==> src/rtl/apb_master_ctrl.sv <==
// apb_master_ctrl: converts a valid/ready command into a single APB transfer.
// Only one transfer is in flight at a time. The result comes back on a
// valid/ready response channel. A slave that never raises pready is abandoned
// after TIMEOUT_CYC ACCESS cycles and reported with rsp_err=1 and rsp_timeout=1.
module apb_master_ctrl #(
  parameter int unsigned TIMEOUT_CYC = 16
) (
  input  logic        clk,
  input  logic        rstn,
  // command channel
  input  logic        cmd_valid,
  output logic        cmd_ready,
  input  logic        cmd_write,
  input  logic [15:0] cmd_addr,
  input  logic [31:0] cmd_wdata,
  input  logic [3:0]  cmd_strb,
  input  logic        cmd_prot,
  // response channel
  output logic        rsp_valid,
  input  logic        rsp_ready,
  output logic [31:0] rsp_rdata,
  output logic        rsp_err,
  output logic        rsp_timeout,
  // APB requester side
  output logic [15:0] paddr,
  output logic        pprot,
  output logic        psel,
  output logic        penable,
  output logic        pwrite,
  output logic [31:0] pwdata,
  output logic [3:0]  pstrb,
  input  logic        pready,
  input  logic [31:0] prdata,
  input  logic        pslverr
);

  // The wait counter must be at least one bit wide, even when the timeout is disabled.
  localparam int CW = (TIMEOUT_CYC == 0) ? 1 : $clog2(TIMEOUT_CYC + 1);

  // The counter value seen during the last permitted stalled ACCESS cycle.
  localparam logic [CW-1:0] LIMIT = (TIMEOUT_CYC == 0) ? '0 : CW'(TIMEOUT_CYC - 1);
  localparam bit TIMEOUT_ON = (TIMEOUT_CYC != 0);

  typedef enum logic [1:0] {
    IDLE,
    SETUP,
    ACCESS,
    RESP
  } state_t;

  state_t        state;
  logic [CW-1:0] wait_cnt;
  logic          limit_hit;

  // Flags the ACCESS cycle that would be the last one allowed without pready.
  assign limit_hit = TIMEOUT_ON && (wait_cnt == LIMIT);

  // Transfer sequencer. Every output is a register, so APB and response
  // signals never glitch. The APB address/control fields hold their last
  // values between transfers.
  always_ff @(posedge clk or negedge rstn) begin
    if (!rstn) begin
      state       <= IDLE;
      wait_cnt    <= '0;
      cmd_ready   <= 1'b0;
      rsp_valid   <= 1'b0;
      rsp_rdata   <= '0;
      rsp_err     <= 1'b0;
      rsp_timeout <= 1'b0;
      paddr       <= '0;
      pprot       <= 1'b0;
      psel        <= 1'b0;
      penable     <= 1'b0;
      pwrite      <= 1'b0;
      pwdata      <= '0;
      pstrb       <= '0;
    end else begin
      case (state)
        IDLE: begin
          if (cmd_valid && cmd_ready) begin
            state     <= SETUP;
            cmd_ready <= 1'b0;
            psel      <= 1'b1;
            penable   <= 1'b0;
            paddr     <= cmd_addr;
            pwrite    <= cmd_write;
            pwdata    <= cmd_wdata;
            pstrb     <= cmd_write ? cmd_strb : 4'b0000;
            pprot     <= cmd_prot;
            wait_cnt  <= '0;
          end else begin
            cmd_ready <= 1'b1;
          end
        end

        SETUP: begin
          state   <= ACCESS;
          penable <= 1'b1;
        end

        ACCESS: begin
          if (pready) begin
            state       <= RESP;
            psel        <= 1'b0;
            penable     <= 1'b0;
            rsp_valid   <= 1'b1;
            rsp_rdata   <= pwrite ? 32'h0 : prdata;
            rsp_err     <= pslverr;
            rsp_timeout <= 1'b0;
          end else if (limit_hit) begin
            state       <= RESP;
            psel        <= 1'b0;
            penable     <= 1'b0;
            rsp_valid   <= 1'b1;
            rsp_rdata   <= 32'h0;
            rsp_err     <= 1'b1;
            rsp_timeout <= 1'b1;
          end else if (wait_cnt != '1) begin
            wait_cnt <= wait_cnt + CW'(1);
          end
        end

        RESP: begin
          if (rsp_ready) begin
            state     <= IDLE;
            rsp_valid <= 1'b0;
            cmd_ready <= 1'b1;
          end
        end

        default: begin
          state     <= IDLE;
          psel      <= 1'b0;
          penable   <= 1'b0;
          rsp_valid <= 1'b0;
          cmd_ready <= 1'b0;
        end
      endcase
    end
  end

endmodule

==> config.mk <==
export PLATFORM = sky130hd
export DESIGN_NAME = apb_master_ctrl
export DESIGN_NICKNAME = d
export VERILOG_FILES = /design/src/rtl/apb_master_ctrl.sv
export SDC_FILE = /design/constraint.sdc
export NUM_CORES = 1
export LEC_CHECK = 0
export CAP_MARGIN = 20
export CORE_MARGIN = 3
export CORE_UTILIZATION = 37
export DETAILED_ROUTE_END_ITERATION = 12
export PLACE_DENSITY = 0.74
export SETUP_SLACK_MARGIN = 0.05
export SYNTH_ARGS = -nofsm -noshare
export SYNTH_HDL_FRONTEND = slang
export SYNTH_SLANG_ARGS = --single-unit
export TNS_END_PERCENT = 10
==> constraint.sdc <==
create_clock -name clk -period 2.2 [get_ports clk]
set_clock_uncertainty 0.15 [all_clocks]
set_input_delay 0.44 -clock clk [delete_from_list [all_inputs] [get_ports clk]]
set_output_delay 0.44 -clock clk [all_outputs]
set_load 0.05 [all_outputs]
# Yosys cells after proc, flatten, opt, wreduce, memory -nomap -nowiden
# Cells that the tools add are included.
[totals]
register_bits = 99
input_bits = 92
output_inout_bits = 92
word_cells = 70
[op_classes]
n_addsub = 1
n_eq_ne = 11
mux = 29
n_reduce_logical = 15
[op_table]
columns = ["op", "n"]
rows = [
  ["$mux 32", 3],
  ["$mux 5", 4],
  ["$reduce_and 3->1", 4],
  ["$mux 1", 11],
  ["$ne 2x2->1 const B", 5],
  ["$pmux 5 s2", 1],
  ["$mux 2", 4],
  ["$pmux 2 s4", 1],
  ["$reduce_bool 2->1", 4],
  ["$pmux 1 s2", 3],
  ["$reduce_and 2->1", 3],
  ["$add 5x1->5 const B", 1],
  ["$eq 5x4->1 const B", 1],
  ["$ne 5x5->1 const B", 1],
  ["$reduce_and 5->1", 1],
  ["$eq 2x2->1 const B", 2],
  ["$mux 4", 1],
  ["$ne 3x3->1 const B", 1],
  ["$pmux 1 s3", 1],
  ["$reduce_bool 3->1", 1],
  ["$eq 2x1->1 const B", 1],
  ["$logic_not 2->1", 1],
  ["$logic_and 1x1->1", 1],
]

# Longest topological paths before layout
# Gate-level depths: netlist of the first run.
[depth]
ltp_word = 5
depth_mapped = 7

# Least setup slack after synthesis of the first run
# OpenSTA, ideal clock, no wires.
[synth_path]
path_kind = "register to register"
from = "register wait_cnt[0]"
to = "register wait_cnt[3]"
setup_time_ps = 124
arrival_time_ps = 2039
required_ps = 1926
path_slack_ps = -113
stages_incl_launch_ff = 8
path_buffers = 1
period_less_slack_ps = 2313
path_cell_list = "dfrtp_1 -> ha_1 -> and3_1 -> ha_1 -> or4b_1 -> buf_2 -> o211a_1 -> a211o_1"
[synth_via]
elab_chain_cells = 5
word_cells_on_any_way = 10
cone_classes = "add/sub (1); eq/ne (4); mux (4); reduce/logical (1)"
[synth_lines]
columns = ["element", "line", "rtl"]
rows = [
  ["start, declared", "52", "logic [CW-1:0] wait_cnt;"],
  ["start signal, assigned", "119", "wait_cnt <= wait_cnt + CW'(1);"],
  ["$add 5x1->5", "119", ""],
  ["$mux 5", "118", "end else if (wait_cnt != '1) begin"],
  ["$mux 5", "110", "end else if (limit_hit) begin"],
  ["$mux 5", "102", "if (pready) begin"],
  ["$pmux 5 s2", "78", "case (state)"],
]
# Parallel ways exist; a longest one is shown, timed or not. The select of a mux whose other input is x is not followed.
# A chain may end at the register's enable or synchronous reset.

# Worst setup path after layout of the first run
[layout_path]
from = "register wait_cnt[1]"
to = "register wait_cnt[3]"
# Same word-level chain as after synthesis.

==> impl_results.md, run 1 <==
* Status: finished with violations
* Violated checks: setup timing
* GRT Residual Overflow at 0
* Setup ws final at -32.7 ps
* Post-route ant nets at 0
* Worst-case clock buffer depth at 2
* Unrepaired setup endpoints after global routing: true
* Top cell type's share of synthesized area at 64.0%
* Mapped Cells at 270
* Largest net degree at the start of global routing at 56
* Reg2reg start: wait_cnt[1]
* Compound-gate portion of the synthesized area at 11.8%
* Area Growth Syn to Fin at 64.0%
* # rows at 36
* Post-Synth Adder-Cell Area at 2.91%
* Commonest cells after routing, fill and taps aside: dfrtp_1 (99), clkdlybuf4s50_1 (98), dlymetal6s2s_1 (59), mux2_2 (52), a22o_1 (32)
* Reg2Reg Depth at 6
* H-tree depth at 3
* Height of the die at 108 um
* Internal at 5.48 mW
* Crit-path max FO at 6
* Pwr Density at 1670 mW/mm2
* Largest cells by area after synthesis: dfrtp_1 (64%), mux2_2 (15%), a22o_1 (7.2%)
* Via density at 4.93
* Max Cap Viol at 0
* Final Cell Area at 0.00634 mm2
* Pleak at 3.47 nW
* Die Area at 0.0117 mm2
* Tcrit/Tclk final at 101%
* Place WS at -133 ps
* Routed Wire Length at 10.3 mm
* Xor and xnor area share after synthesis at 0%
* Layout cell share with drive strength beyond 1 at 21.6%
* DP HPWL at 7.61 mm
* CTS tree: built
* DR pass1 iterations at 4
* GRT Total Usage at 17.3%
* Switch share at 48.3%
* Core Box Area at 0.00995 mm2
* Clock Tree Root: clkbuf_8
* Hold Path Class: flip-flop to flip-flop
* Ys Warns at 0
* Kind of critical path: flip-flop to flip-flop
* Min-delay src: pstrb[0]
* Pins over their slew limit at 0
* Tot Pwr at 10.6 mW
* Syn_nets at 371
* Hold endpoint: pstrb[0]
* Area leader, netlist: dfrtp_1
* Ports at 184
* Reg clk slew, reported paths at 90 ps
* Seq cells post-synth at 99
* Commonest non-fill, non-tap cell in the layout: dfrtp_1
* Synth Area in Simple Gates at 3.98%
* Total CTS buffers at 9
* Number of cells on the worst hold path at 2
* Die Width at 108 um
* Clock sink total at 99
* Largest family of logic cells by synthesized area: multiplexers
* Hold Fails Final Rpt at 0
* N_diodes at 0
* CP Data Arrival Time at 2330 ps
* Mux cell area share after synthesis at 15.4%
* Switch Pwr at 5.13 mW
* Finish-stage setup viols at 1
* Worst path required time at 2300 ps
* Cell Area, Placed at 0.00599 mm2
* GP Congestion at 0.796
* Final Non-Filler Cells at 606
* Gate power share at 60.6%
* CP Launch Type: flip-flop
* Initial antenna violation count at 0
* Placed Cells at 588
* Max VDD drop at 0.843 mV
* Final min period at 2230 ps
* Max Clock Freq at 448 MHz
* Sequential area share after synthesis at 64.0%
* Port bufs at 183
* Global-route wire length before repair at 15.7 mm
* Worst R2R End: wait_cnt[3]
* Number of global-route vias before repair at 3022
* Latest clock arrival within the worst-skew pair at 360 ps
* Syn Area/Cell at 14.3 um2
* Clock group share of total power at 9.9%
* DRT iter0 DRCs at 178
* Remaining DRCs at 0
* Worst reg2reg setup slack at -30 ps
* DR vias at 2987
* Mapped Area at 0.00387 mm2
* Fill count at 757
* CP Capture Type: flip-flop
* Drt wl/cell at 16.9 um
* Slew HR at 63.1%
* Fin nets at 569
* Flop pwr share at 29.5%
* Initial core utilization at 38.9%
* Worst-margin pin slew at 552 ps
* Worst hold-check slack at 347 ps
* Unique masters post-synth at 31
==> state kept, by name, summed over array words and instances, names as in the netlist, 2 cells and up <==
| signal | flops |
|---|---|
| paddr | 16 |
| rsp_rdata | 32 |
| state | 2 |
| pwdata | 32 |
| wait_cnt | 5 |
| pstrb | 4 |
==> worst max path at each step <==
stage | slack (ps) | cells after the start | from | end
2_1_floorplan | -20 | 7 | wait_cnt[0] | wait_cnt[3]
3_3_place_gp | -40 | 4 | pready | wait_cnt[3]
3_5_place_dp | -130 | 6 | wait_cnt[1] | wait_cnt[3]
4_1_cts | -50 | 6 | wait_cnt[1] | wait_cnt[3]
5_1_grt | -80 | 6 | wait_cnt[1] | wait_cnt[3]
6_report | -30 | 6 | wait_cnt[1] | wait_cnt[3]
==> synth_stat cells <==
| library cell | instances |
|---|---|
| a211o_1 | 3 |
| a211oi_1 | 1 |
| a21bo_2 | 1 |
| a21boi_0 | 1 |
| a21boi_1 | 1 |
| a21o_1 | 1 |
| a21oi_1 | 3 |
| a22o_1 | 32 |
| a32o_1 | 1 |
| and3_1 | 2 |
| buf_1 | 4 |
| buf_2 | 2 |
| clkbuf_1 | 8 |
| dfrtp_1 | 99 |
| ha_1 | 9 |
| inv_1 | 5 |
| mux2_2 | 52 |
| mux2i_1 | 1 |
| nand2_1 | 12 |
| nand2b_1 | 1 |
| nand3_1 | 2 |
| nor2_1 | 2 |
| nor2b_1 | 3 |
| nor3_1 | 3 |
| nor3b_1 | 1 |
| nor4_1 | 2 |
| nor4b_1 | 1 |
| o211a_1 | 1 |
| o21ai_0 | 14 |
| o21ai_1 | 1 |
| or4b_1 | 1 |
==> metal layers <==
metal	vias to the layer above	global-route usage (%)	share of wire [%]
li1	1386	-	-
met1	1472	21.6	41
met2	111	28.7	50
met3	18	4.78	6.8
met4	0	6.85	2.2
met5	-	0	0
==> repair_timing <==
| action | in CTS | in global routing |
|---|---|---|
| pin swaps | 2 | 0 |
| resized for setup | 26 | 61 |
| buffers inserted | 0 | 1 |
| setup endpoints to repair | 25 | 65 |
| hold buffers | 1 | 0 |
| endpoints found under the hold margin | 23 | 0 |
==> kinds of logic after synthesis <==
kind of cell,after synthesis
flip-flops,99
AND/OR/NAND/NOR,30
adder cells (fa/ha/maj),9
buffers and inverters,19
AO/OA/AOI/OAI,60
multiplexers,53
==> power groups by stage <==
| stage | Sequential (mW) | Combinational [mW] | Clock (mW) |
|---|---|---|---|
| floorplan | 6.03 | 1.34 | 0 |
| global placement | 3.14 | 6.51 | 0 |
| detailed placement | 3.21 | 6.58 | 0 |
| CTS | 3.16 | 6.50 | 1.09 |
| global route | 3.25 | 6.70 | 1.17 |
| finish | 3.13 | 6.42 | 1.05 |
==> critical path, stage by stage, from the launching register on <==
cell and delay (ps):
dfrtp_1 390, ha_2 200, and3_4 190, ha_2 190, or4b_4 530, o211a_1 240
a211o_1 230
==> stage by stage <==
step / utilization, % / TNS (ps)
6_report: 63.7 / -32.7
5_1_grt: 63.7 / -104
4_1_cts: 62.1 / -45.1
3_5_place_dp: 60.2 / -274
3_3_place_gp: 60.2 / -81.4
2_1_floorplan: - / -17.4
==> area by class of cell <==
cell class	count	area [um2]	share of cell area, %
clock buffer	14	163	2.56
timing repair buffer	201	2130	33.5
multi-input combinational	152	1380	21.8
clock inverter	2	10.0	0.158
sequential	99	2480	39.0
inverter	5	18.8	0.296
tap	133	166	2.62
(Power assumes the default switching activity.)
==> inputs of run 2 (changes only) <==
--- a/config.mk
+++ b/config.mk
@@ -9,7 +9,7 @@
 export CORE_MARGIN = 3
 export CORE_UTILIZATION = 37
 export DETAILED_ROUTE_END_ITERATION = 12
-export PLACE_DENSITY = 0.74
+export PLACE_DENSITY = 0.83
 export SETUP_SLACK_MARGIN = 0.05
 export SYNTH_ARGS = -nofsm -noshare
 export SYNTH_HDL_FRONTEND = slang
==> impl_results.md, run 2 (synthesis gave the netlist of run 1 again) <==
* Global-route wire length before repair at 16.3 mm
* Fill count at 701
* Worst R2R End: wait_cnt[3]
* Finish-stage setup viols at 0
* Unrepaired setup endpoints after global routing: true
* Remaining DRCs at 0
* Max Clock Freq at 457 MHz
* Cell Area, Placed at 0.00602 mm2
* Latest clock arrival within the worst-skew pair at 350 ps
* Worst-margin pin slew at 562 ps
* CTS tree: built
* Biggest regs: pwdata (32), rsp_rdata (32), paddr (16)
* Multi-input combinational cell area at 0.00137 mm2
* Hold Fails Final Rpt at 0
* Layout cell share with drive strength beyond 1 at 21.7%
* Crit-path max cell delay at 560 ps
* DP HPWL at 7.92 mm
* Commonest non-fill, non-tap cell in the layout: clkdlybuf4s50_1
* Area Growth Syn to Fin at 66.3%
* Core Box Area at 0.00995 mm2
* Port bufs at 183
* Setup ws final at 11.3 ps
* Die Area at 0.0117 mm2
* Die Width at 108 um
* Worst reg2reg setup slack at 10 ps
* Fin nets at 571
* Largest net degree at the start of global routing at 41
* Pwr Density at 1680 mW/mm2
* GRT Total Usage at 18.0%
* Tot Pwr at 10.8 mW
* Crit-path max FO at 6
* GP Congestion at 0.807
* Reg clk slew, reported paths at 90 ps
* Total CTS buffers at 9
* Initial core utilization at 38.9%
* Status: finished, final reports clean
* CP Data Arrival Time at 2290 ps
* Slew HR at 62.5%
* Hold Path Class: flip-flop to flip-flop
* Max VDD drop at 0.786 mV
* Pins over their slew limit at 0
* Height of the die at 108 um
* CP cell instances: ha_2, and3_4, ha_4, or4b_4, o211a_1, a211o_1
* Final Non-Filler Cells at 607
* CP Launch Type: flip-flop
* Kind of critical path: flip-flop to flip-flop
* Placed Cells at 590
* Reg2reg start: wait_cnt[1]
* Via density at 4.98
* N_diodes at 0
* Clock sink total at 99
* Initial antenna violation count at 0
* Number of global-route vias before repair at 3213
* Routed Wire Length at 10.7 mm
* Drt wl/cell at 17.6 um
* DRT iter0 DRCs at 148
* H-tree depth at 3
* # rows at 36
* Pleak at 3.65 nW
* DR pass1 iterations at 4
* CP max stage cell: or4b_4
* Worst path required time at 2300 ps
* Tcrit/Tclk final at 99.5%
* Reg2Reg Depth at 6
* CP Capture Type: flip-flop
* CP bufs+invs at 0
* Crit path max-delay family: simple AND/OR/NAND/NOR gates
* Post-route ant nets at 0
* Place WS at -80.8 ps
* Commonest cells after routing, fill and taps aside: clkdlybuf4s50_1 (100), dfrtp_1 (99), dlymetal6s2s_1 (76), mux2_2 (52), a22o_1 (32)
* GRT Residual Overflow at 0
* Worst setup path end: wait_cnt[3]
* Register area at 0.00248 mm2
* Worst Setup SP: wait_cnt[1]
* Worst-case clock buffer depth at 2
* DR vias at 3020
* Clock Tree Root: clkbuf_8
* Max Cap Viol at 0
* Levels on crit path at 6
* Final min period at 2190 ps
* Final Cell Area at 0.00643 mm2
* Ports at 184
==> run 2: worst min-delay path by stage <==
stage	startpoint	cells after the start	endpoint
after CTS	pstrb[2]	2	pstrb[2]
after detailed placement	rstn	1	paddr[2]
final	pstrb[2]	2	pstrb[2]
after floorplan	rstn	0	cmd_ready
after global placement	rstn	1	pwdata[8]
after global routing	pwdata[18]	1	pwdata[18]
==> run 2: repair_timing <==
item                                   in CTS  in global routing
gates resized for setup                     3                 79
setup buffers                               1                  0
hold buffers                                1                  0
pin swaps                                   0                  1
endpoints found under the hold margin      28                  0
setup endpoints to repair                  27                 81
gates cloned                                0                  0
==> run 2: power by group <==
| part | internal [mW] | switching [mW] |
|---|---|---|
| logic | 2.43 | 4.12 |
| clock network | 0.500 | 0.577 |
| registers | 2.69 | 0.471 |
| total | 5.62 | 5.17 |
==> run 2: layout make-up <==
type / instances / area share, %
Timing Repair Buffer: 203 / 34.5
Clock inverter: 1 / 0.117
Sequential cell: 99 / 38.5
Tap cell: 133 / 2.59
Multi-Input combinational cell: 152 / 21.3
Clock buffer: 14 / 2.68
Inverter: 5 / 0.292
==> run 2: metal layers <==
layer	wire [um]	GRT usage (%)	share of wire, %
met5	0	0	0
met4	161	5.95	1.5
met3	822	5.85	7.7
met2	5500	31.5	52
met1	4180	20.9	39
==> run 2: stage by stage <==
step | hold WS [ps] | utilization, % | setup TNS, ps
finish | 349 | 64.6 | 0
global route | 367 | 64.6 | -97.5
CTS | 348 | 62.5 | 0
detailed placement | 261 | 60.4 | -218
global placement | 258 | 60.4 | -92.9
floorplan | -5.59 | - | -17.4
==> run 2: worst reg2reg max path, cell delays in order, from the launching register on <==
cell	delay (ps)
dfrtp_1	390
ha_2	190
and3_4	190
ha_4	160
or4b_4	560
o211a_1	230
a211o_1	220
